$ cat src/rtl/lfsr_prpg_pkg.sv
// lfsr_prpg_pkg: opcode and FSM state encodings shared by the LFSR pattern-generator core.
package lfsr_prpg_pkg;

    localparam int OPC_W = 6;

    typedef enum logic [OPC_W-1:0] {
        OP_CFG_TAP   = 6'h01,
        OP_INIT_L    = 6'h02,
        OP_RUN       = 6'h03,
        OP_STORE     = 6'h04,
        OP_LOAD      = 6'h05,
        OP_INIT_ADDR = 6'h06,
        OP_ADD_ADDR  = 6'h07,
        OP_STORE_HD  = 6'h09,
        OP_RUN_N     = 6'h0A,
        OP_HALT      = 6'h3F
    } opcode_e;

    typedef enum logic [2:0] {
        S_IDLE,
        S_FETCH,
        S_EXEC,
        S_RUN_N,
        S_HALT
    } state_e;

endpackage

$ cat src/rtl/lfsr_prpg_core_lfsr_step.sv
// lfsr_step: one Galois-style LFSR step; the MSB feeds bit 0 and is XORed into every tapped bit above it.
module lfsr_step #(
    parameter int WIDTH = 8
) (
    input  logic [WIDTH-1:0] q,
    input  logic [WIDTH-1:0] tap,
    output logic [WIDTH-1:0] q_next
);

    // The zero in bit 0 of the mask discards tap[0].
    assign q_next = {q[WIDTH-2:0], q[WIDTH-1]} ^ (tap & {{(WIDTH-1){q[WIDTH-1]}}, 1'b0});

endmodule

$ cat src/rtl/lfsr_prpg_core.sv
// lfsr_prpg_core: instruction-sequenced LFSR pattern generator with a small data memory.
// Define LFSR_PRPG_HD_EN to include the Hamming-distance unit and the STORE_HD opcode.
module lfsr_prpg_core
    import lfsr_prpg_pkg::*;
#(
    parameter  int WIDTH     = 8,
    parameter  int MEM_DEPTH = 256,
    parameter  int PC_W      = 8,
    localparam int AW        = $clog2(MEM_DEPTH),
    localparam int HW        = $clog2(WIDTH + 1)
) (
    input  logic                   clk,
    input  logic                   rst_n,
    input  logic                   start,
    output logic                   fetch_req,
    output logic [PC_W-1:0]        pc,
    input  logic [OPC_W+WIDTH-1:0] instr,
    input  logic                   instr_valid,
    output logic                   busy,
    output logic                   halted,
    output logic [WIDTH-1:0]       q,
    output logic [WIDTH-1:0]       q_next,
    output logic [HW-1:0]          hd,
    output logic [AW-1:0]          r_addr
);

    state_e                 state_q, state_d;
    logic [PC_W-1:0]        pc_q, pc_d;
    logic [WIDTH-1:0]       q_q, q_d;
    logic [WIDTH-1:0]       tap_q, tap_d;
    logic [AW-1:0]          r_addr_q, r_addr_d;
    logic [WIDTH-1:0]       count_q, count_d;
    logic [OPC_W+WIDTH-1:0] ir_q, ir_d;
    logic [WIDTH-1:0]       mem_q [MEM_DEPTH];
    logic                   mem_we;
    logic [WIDTH-1:0]       mem_wdata;
    opcode_e                opc;
    logic [WIDTH-1:0]       operand;

    assign opc     = opcode_e'(ir_q[OPC_W+WIDTH-1:WIDTH]);
    assign operand = ir_q[WIDTH-1:0];

    lfsr_step #(.WIDTH(WIDTH)) u_step (
        .q      (q_q),
        .tap    (tap_q),
        .q_next (q_next)
    );

`ifdef LFSR_PRPG_HD_EN
    logic [WIDTH-1:0] diff;
    assign diff = q_q ^ q_next;
    always_comb begin
        hd = '0;
        for (int i = 0; i < WIDTH; i++) hd = hd + HW'(diff[i]);
    end
`else
    assign hd = '0;
`endif

    always_ff @(posedge clk) begin
        if (!rst_n) begin
            state_q  <= S_IDLE;
            pc_q     <= '0;
            q_q      <= '0;
            tap_q    <= '0;
            r_addr_q <= '0;
            count_q  <= '0;
            ir_q     <= '0;
        end else begin
            state_q  <= state_d;
            pc_q     <= pc_d;
            q_q      <= q_d;
            tap_q    <= tap_d;
            r_addr_q <= r_addr_d;
            count_q  <= count_d;
            ir_q     <= ir_d;
        end
    end

    always_ff @(posedge clk) begin
        if (rst_n && mem_we) mem_q[r_addr_q] <= mem_wdata;
    end

    always_comb begin
        state_d = state_q;
        case (state_q)
            S_IDLE, S_HALT: state_d = start ? S_FETCH : state_q;
            S_FETCH:        state_d = instr_valid ? S_EXEC : S_FETCH;
            S_EXEC:         state_d = (opc == OP_HALT) ? S_HALT :
                                      (opc == OP_RUN_N && operand != '0) ? S_RUN_N : S_FETCH;
            S_RUN_N:        state_d = (count_q == WIDTH'(1)) ? S_FETCH : S_RUN_N;
            default:        state_d = S_IDLE;
        endcase
    end

    always_comb begin
        pc_d      = pc_q;
        q_d       = q_q;
        tap_d     = tap_q;
        r_addr_d  = r_addr_q;
        count_d   = count_q;
        ir_d      = ir_q;
        mem_we    = 1'b0;
        mem_wdata = q_q;
        case (state_q)
            S_IDLE, S_HALT: pc_d = start ? '0 : pc_q;
            S_FETCH:        ir_d = instr_valid ? instr : ir_q;
            S_EXEC: begin
                pc_d = pc_q + 1'b1;
                case (opc)
                    OP_CFG_TAP:   tap_d = operand;
                    OP_INIT_L:    q_d = operand;
                    OP_RUN:       q_d = q_next;
                    OP_STORE:     mem_we = 1'b1;
                    OP_LOAD:      q_d = mem_q[r_addr_q];
                    OP_INIT_ADDR: r_addr_d = AW'(operand);
                    OP_ADD_ADDR:  r_addr_d = r_addr_q + AW'(operand);
`ifdef LFSR_PRPG_HD_EN
                    OP_STORE_HD: begin
                        mem_we    = 1'b1;
                        mem_wdata = WIDTH'(hd);
                    end
`endif
                    OP_RUN_N:     count_d = operand;
                    default:      ;
                endcase
            end
            S_RUN_N: begin
                q_d     = q_next;
                count_d = count_q - 1'b1;
            end
            default: ;
        endcase
    end

    always_comb begin
        fetch_req = (state_q == S_FETCH);
        busy      = (state_q != S_IDLE) && (state_q != S_HALT);
        halted    = (state_q == S_HALT);
    end

    assign pc     = pc_q;
    assign q      = q_q;
    assign r_addr = r_addr_q;

endmodule
$ cat config.mk
export PLATFORM = sky130hd
export DESIGN_NAME = lfsr_prpg_core
export DESIGN_NICKNAME = d
export VERILOG_FILES = /design/src/rtl/lfsr_prpg_pkg.sv /design/src/rtl/lfsr_prpg_core_lfsr_step.sv /design/src/rtl/lfsr_prpg_core.sv
export SDC_FILE = /design/constraint.sdc
export NUM_CORES = 2
export LEC_CHECK = 0
export ABC_CLOCK_PERIOD_IN_PS = 13500
export BUFFER_PORTS_ARGS = -buffer_cell sky130_fd_sc_hd__buf_2
export CAP_MARGIN = 20
export CORE_MARGIN = 2
export CORE_UTILIZATION = 55
export DETAILED_ROUTE_END_ITERATION = 7
export GPL_ROUTABILITY_DRIVEN = 0
export PLACE_DENSITY_LB_ADDON = 0.15
export SLEW_MARGIN = 15
export SYNTH_ARGS = -nofsm -noshare
export SYNTH_HDL_FRONTEND = slang
export SYNTH_SLANG_ARGS = --single-unit
$ cat constraint.sdc
create_clock -name clk -period 13.5 [get_ports clk]
set_input_delay 1.35 -clock clk [delete_from_list [all_inputs] [get_ports clk]]
set_output_delay 1.35 -clock clk [all_outputs]
set_load 0.02 [all_outputs]
# Word level (Yosys, flattened, before mapping)
# Memory sizes are Yosys's and may differ from the RTL's. A register that Yosys moved wholly into a read port is not among the register bits.
# Index checks and enable logic that the tools add are counted.
[word_totals] reg_bits=57 ram_bits=2048 in_bits=18 n_memories=1
[memory_table] memory="mem_q" depth=256 width=8 rd=1 rd_clocked_by_memory_dff=1 wr=1 line_no="lfsr_prpg_core.sv:34" text="logic [WIDTH-1:0] mem_q [MEM_DEPTH];"
[classes] addsub=3 n_eq_ne=18 n_mux=19 bitwise_logic=2 n_reduce_logical=16
[ops] cell="case mux 8 bit (2 select lines)" count=4
[ops] cell="2-to-1 mux 8 bit" count=4
[ops] cell="equality test 6 x 3 -> 1 bit, second input constant" count=4
[ops] cell="case mux 8 bit (3 select lines)" count=1
[ops] cell="equality test 6 x 2 -> 1 bit, second input constant" count=2
[ops] cell="case mux 3 bit (4 select lines)" count=1
[ops] cell="AND reduction 2 bit" count=6
[ops] cell="adder 8 x 1 -> 8 bit, second input constant" count=1
[ops] cell="adder 8 bit" count=1
[ops] cell="AND 8 bit" count=1
[ops] cell="equality test 8 x 1 -> 1 bit, second input constant" count=1
[ops] cell="nonzero test 8 bit" count=1
[ops] cell="subtractor 8 x 1 -> 8 bit, second input constant" count=1
[ops] cell="bitwise XOR 8 bit" count=1
[ops] cell="equality test 3 x 2 -> 1 bit, second input constant" count=2
[ops] cell="equality test 6 x 1 -> 1 bit, second input constant" count=1
[ops] cell="equality test 6 x 4 -> 1 bit, second input constant" count=1
[ops] cell="equality test 6 bit, second input constant" count=1
[ops] cell="2-to-1 mux 2 bit" count=3
[ops] cell="2-to-1 mux 3 bit" count=2
[ops] cell="nonzero test 2 bit" count=3
[ops] cell="2-to-1 mux 1 bit" count=4
[ops] cell="!= test 2 bit, second input constant" count=2
[ops] cell="!= test 4 x 1 -> 1 bit, second input constant" count=1
[ops] cell="other kinds (7)" count=9

# Longest topological paths before layout
[logic_depth] depth_word=6 depth_mapped=13 ltp_nobuf=10

# Hierarchy
# Synthesis repeated with hierarchy kept, for this count alone.
[hier_totals] cells_unflattened=4268 area_unflattened_um2=83483.8
[by_module_without_submodules] module="lfsr_prpg_core" n_inst=1 cells_per_inst=4253 area_each_um2=83388.7 seq_area_each_um2=62800.2
[by_module_without_submodules] module="lfsr_step" n_inst=1 cells_per_inst=15 area_each_um2=95.1 seq_area_each_um2=0.0

# Least setup slack after synthesis
# OpenSTA, ideal clock, no wires.
[synth_path] path_type="register to output" from="register q_q[7], in the netlist q[7]" to="output q_next[7]" arrival_ns=4.440 required_ns=12.150 setup_slack_ns=7.710 stages_incl_launch_ff=4 n_path_buf=1 path_cell_list="dfxtp_1 clkbuf_1 nand2_1 xnor2_1"
[synth_between] elab_chain_cells=2
[synth_lines] element="from (decl)" line_no="lfsr_prpg_core.sv:29" text="logic [WIDTH-1:0] q_q, q_d;"
[synth_lines] element="from (signal assigned)" line_no="lfsr_prpg_core.sv:72" text="q_q <= q_d;"
[synth_lines] element="AND 8 bit" line_no="lfsr_prpg_core_lfsr_step.sv:11" text="assign q_next = {q[WIDTH-2:0], q[WIDTH-1]} ^ (tap & {{(WIDTH-1){q[WIDTH-1]}}, 1'b0});"
[synth_lines] element="bitwise XOR 8 bit" line_no="lfsr_prpg_core_lfsr_step.sv:11"
[synth_lines] element="to (decl)" line_no="lfsr_prpg_core.sv:22" text="output logic [WIDTH-1:0] q_next,"
# Every way passes these cells.

==> run_results.csv <==
group,metric,value,unit
run_status,status,"complete, no violations",
cts,cts.sinks,2112,
timing,fin_crit,4.63,ns
global_route,grt_most_used_layer,"met2",
layout,ff_latch_area,62800,um^2
global_route,overflow,0,
detailed_routing,wl_per_cell,34.6,um
global_route,grt_antenna_before_repair,10,
global_route,grt_max_degree,151,
detailed_routing,dr.pass1.iters,8,
worst_setup_path,crit_slowest_cell,"nor3_1",
floorplan,die_y,393,um
detailed_routing,route.detailed.drc,0,
detailed_routing,wirelength,224,mm
pwr,peakVddDrop,0.000117,V
logic_synthesis,avgSynthCellArea,20.1,um^2
floorplan,core-area,150000,um^2
layout,final_core_util,61.3,%
layout,final_cell_area,92000,um^2
layout,fillers,10600,
timing,slew_violations,0,
global_route,grt_usage,29.5,%
placed_design,dp_hpwl,137,mm
cts,cts_hold_buf,0,
timing,fin_crit_sh,34.3,%
cts,cts.repair.resized,0,
layout,fin_nets,4305,
pwr,cellPowerDensity,140,nW/um^2
logic_synthesis,netlist-cell-type-count,86,
logic_synthesis,syn_inst,4143,
logic_synthesis,ys_seq_area_share,75.4,%
logic_synthesis,synth-async-reset-ratio,0,%
worst_setup_path,worstSetupPathType,"reg -> reg",
worst_setup_path,path_cells,"buf_12, buf_12, mux4_2, nand2_1, nand2_1, a21oi_1, o211ai_1, nor3_1, o41ai_1",
worst_setup_path,cpPeakStageDelay,0.90,ns
floorplan,pin_count,57,
cts,clk_pin_slew,0.06,ns
global_route,grt_use_met1,42.2,%
global_route,grt_use_met2,44.4,%
worst_setup_path,worstPathRequired,14.19,ns
logic_synthesis,synthesis.area,83200,um^2
cts,cts_tree,"done",
detailed_routing,drt_iter0_markers,6049,
cts,cts_root_buf,"clkbuf_16",
logic_synthesis,ys_ff_latch,2112,
detailed_routing,antenna_left,0,
floorplan,die_w,393,um
placed_design,dpl-instance-area,85300,um^2
flow_run,cap_violations,0,
layout,multiInputGateArea,18800,um^2
layout,syn2layout_area_growth,10.5,%
global_route,grt_pass1_vias,42300,
logic_synthesis,ys.flop_type,"edfxtp_1",
timing,setup_viol,0,
worst_setup_path,worstPathArrival,5.32,ns
logic_synthesis,ys_warn_count,0,
detailed_routing,vias,43100,
timing,setup_tns,0,ns
worst_setup_path,end_kind,"register",
cts,cts_max_path_buffers,3,
logic_synthesis,synth-edff-count,2048,
timing,rsz0062_at_grt,"false",
timing,max-slew-margin-rel,19.5,%
cts,clk_latency,0.84,ns
cts,cts_buffers,208,
timing,skew,0.0255,ns
layout,drive_above_1_share,21.0,%
cts,h-tree-depth,4,
worst_hold_path,hold_path_class,"reg -> reg",
cts,cts_setup_buffers,0,
placed_design,placement.io_buffers,52,
floorplan,row_count,142,
timing,fmax,216,MHz
global_route,grtUsageMet3,7.92,%
pwr,p_leak,29.7,nW
floorplan,start_util,55.5,%
timing,worstMarginPinSlew,1.19,ns
detailed_routing,vias_per_cell,6.66,
floorplan,dieArea,154000,um^2
worst_setup_path,cp-start-kind,"register",
global_route,grt_pass1_wl,318,mm
timing,hold_viol,0,
worst_setup_path,worstPathMaxFanout,86,
cell usage in the layout (no fill, tap or decap), drive strengths merged, types with 32 or more instances in the layout:
| master | Yosys | routed |
|---|---|---|
| a21oi | 80 | 80 |
| a22oi | 51 | 51 |
| buf | 153 | 154 |
| clkbuf | 80 | 275 |
| clkinv | 3 | 80 |
| dfxtp | 64 | 64 |
| edfxtp | 2048 | 2048 |
| mux2i | 134 | 134 |
| mux4 | 483 | 483 |
| nand2 | 174 | 174 |
| nand3 | 35 | 35 |
| nor2 | 351 | 351 |
| nor3 | 32 | 32 |
| o21ai | 50 | 50 |
| o22ai | 72 | 72 |
kinds of logic (layout without fill, tap and decap cells):
logic type | Yosys count | after routing | share of synthesized area (%)
XOR/XNOR | 10 | 10 | 0.105
other | 1 | 6 | 0.00451
flip-flops | 2112 | 2112 | 75.4
multiplexers | 632 | 632 | 15.1
adder cells (fa/ha/maj) | 11 | 11 | 0.174
AND/OR/NAND/NOR | 713 | 713 | 3.77
AO/OA/AOI/OAI | 409 | 409 | 3.31
buffers and inverters | 255 | 559 | 2.11
stage by stage:
| stage | std cells | worst slack, ns | hold WS, ns | total power, mW |
|---|---|---|---|---|
| floorplan | 4146 | 7.71 | 0.454 | 7.30 |
| global placement | 6076 | 8.57 | 0.470 | 7.32 |
| detailed placement | 6081 | 8.66 | 0.474 | 7.32 |
| CTS | 6465 | 8.97 | 0.489 | 12.9 |
| global route | 6466 | 8.68 | 0.513 | 13.2 |
| finish | 6468 | 8.87 | 0.491 | 12.9 |
worst max-delay path: cells and delay by family (launching register included):
| kind | cells | cell delay (ns) |
|---|---|---|
| AND/OR/NAND/NOR | 3 | 1.13 |
| AO/OA/AOI/OAI | 3 | 0.57 |
| buffers and inverters | 2 | 1.07 |
| flip-flops | 1 | 0.72 |
| multiplexers | 1 | 0.59 |
cell usage after synthesis, drive strengths merged (9+ instances only):
cell type  count  area (um^2)
nand3         35          175
and2          11         68.8
a21oi         80          400
mux2          15          169
buf          153         1350
nor4          18          128
xnor2          9         78.8
ha            10          125
a221oi        24          210
mux2i        134         1340
clkbuf        80          325
mux4         483        11000
nor2         351         1320
a211oi        29          218
o211ai        12         90.1
nand4         11         68.8
o21ai         50          254
a31oi         22          138
edfxtp      2048        61500
o22ai         72          450
inv           18         67.6
nand2        174          661
nor2b         25          156
a22oi         51          383
a22o          14          123
dfxtp         64         1280
nand2b        14         87.6
nor3          32          160
final timing paths:
kind	cells past startpoint	slack (ns)	startpoint	endpoint
worst max-delay path	9	8.87	register	q[1]
worst min-delay path	2	0.49	tap_q[1]	tap_q[1]
worst max register to register	9	8.87	register	q[1]
worst min register to register	2	0.49	tap_q[1]	tap_q[1]
where the power goes:
part / switching [mW] / leakage, nW / internal, mW
Combinational: 0.0497 / 5.75 / 0.0126
Sequential: 0.0125 / 20.7 / 7.11
Clock: 2.43 / 3.23 / 3.27
state kept, by name, indices dropped and copies added (netlist names), named ones only:
name and flops:
tap_q 7, state_q 3, pc 8, r_addr 8, ir_q 14, count_q 8, q 8, mem_q 2048
layout make-up:
class                      count  area share, %
clock inverter               109           1.22
antenna                        2        0.00544
inverter                      21         0.0857
timing repair buffer         154           1.25
sequential                  2112           68.3
clock buffer                 275           6.00
multi-input combinational   1779           20.4
tap                         2016           2.74
metal layers:
layer / part of all wire (%) / wire length [um]
met2: 46 / 103000
met1: 39 / 87200
met5: 0.0058 / 13
met3: 12 / 25800
met4: 3.4 / 7500
Power figures use the tool's default switching activity.
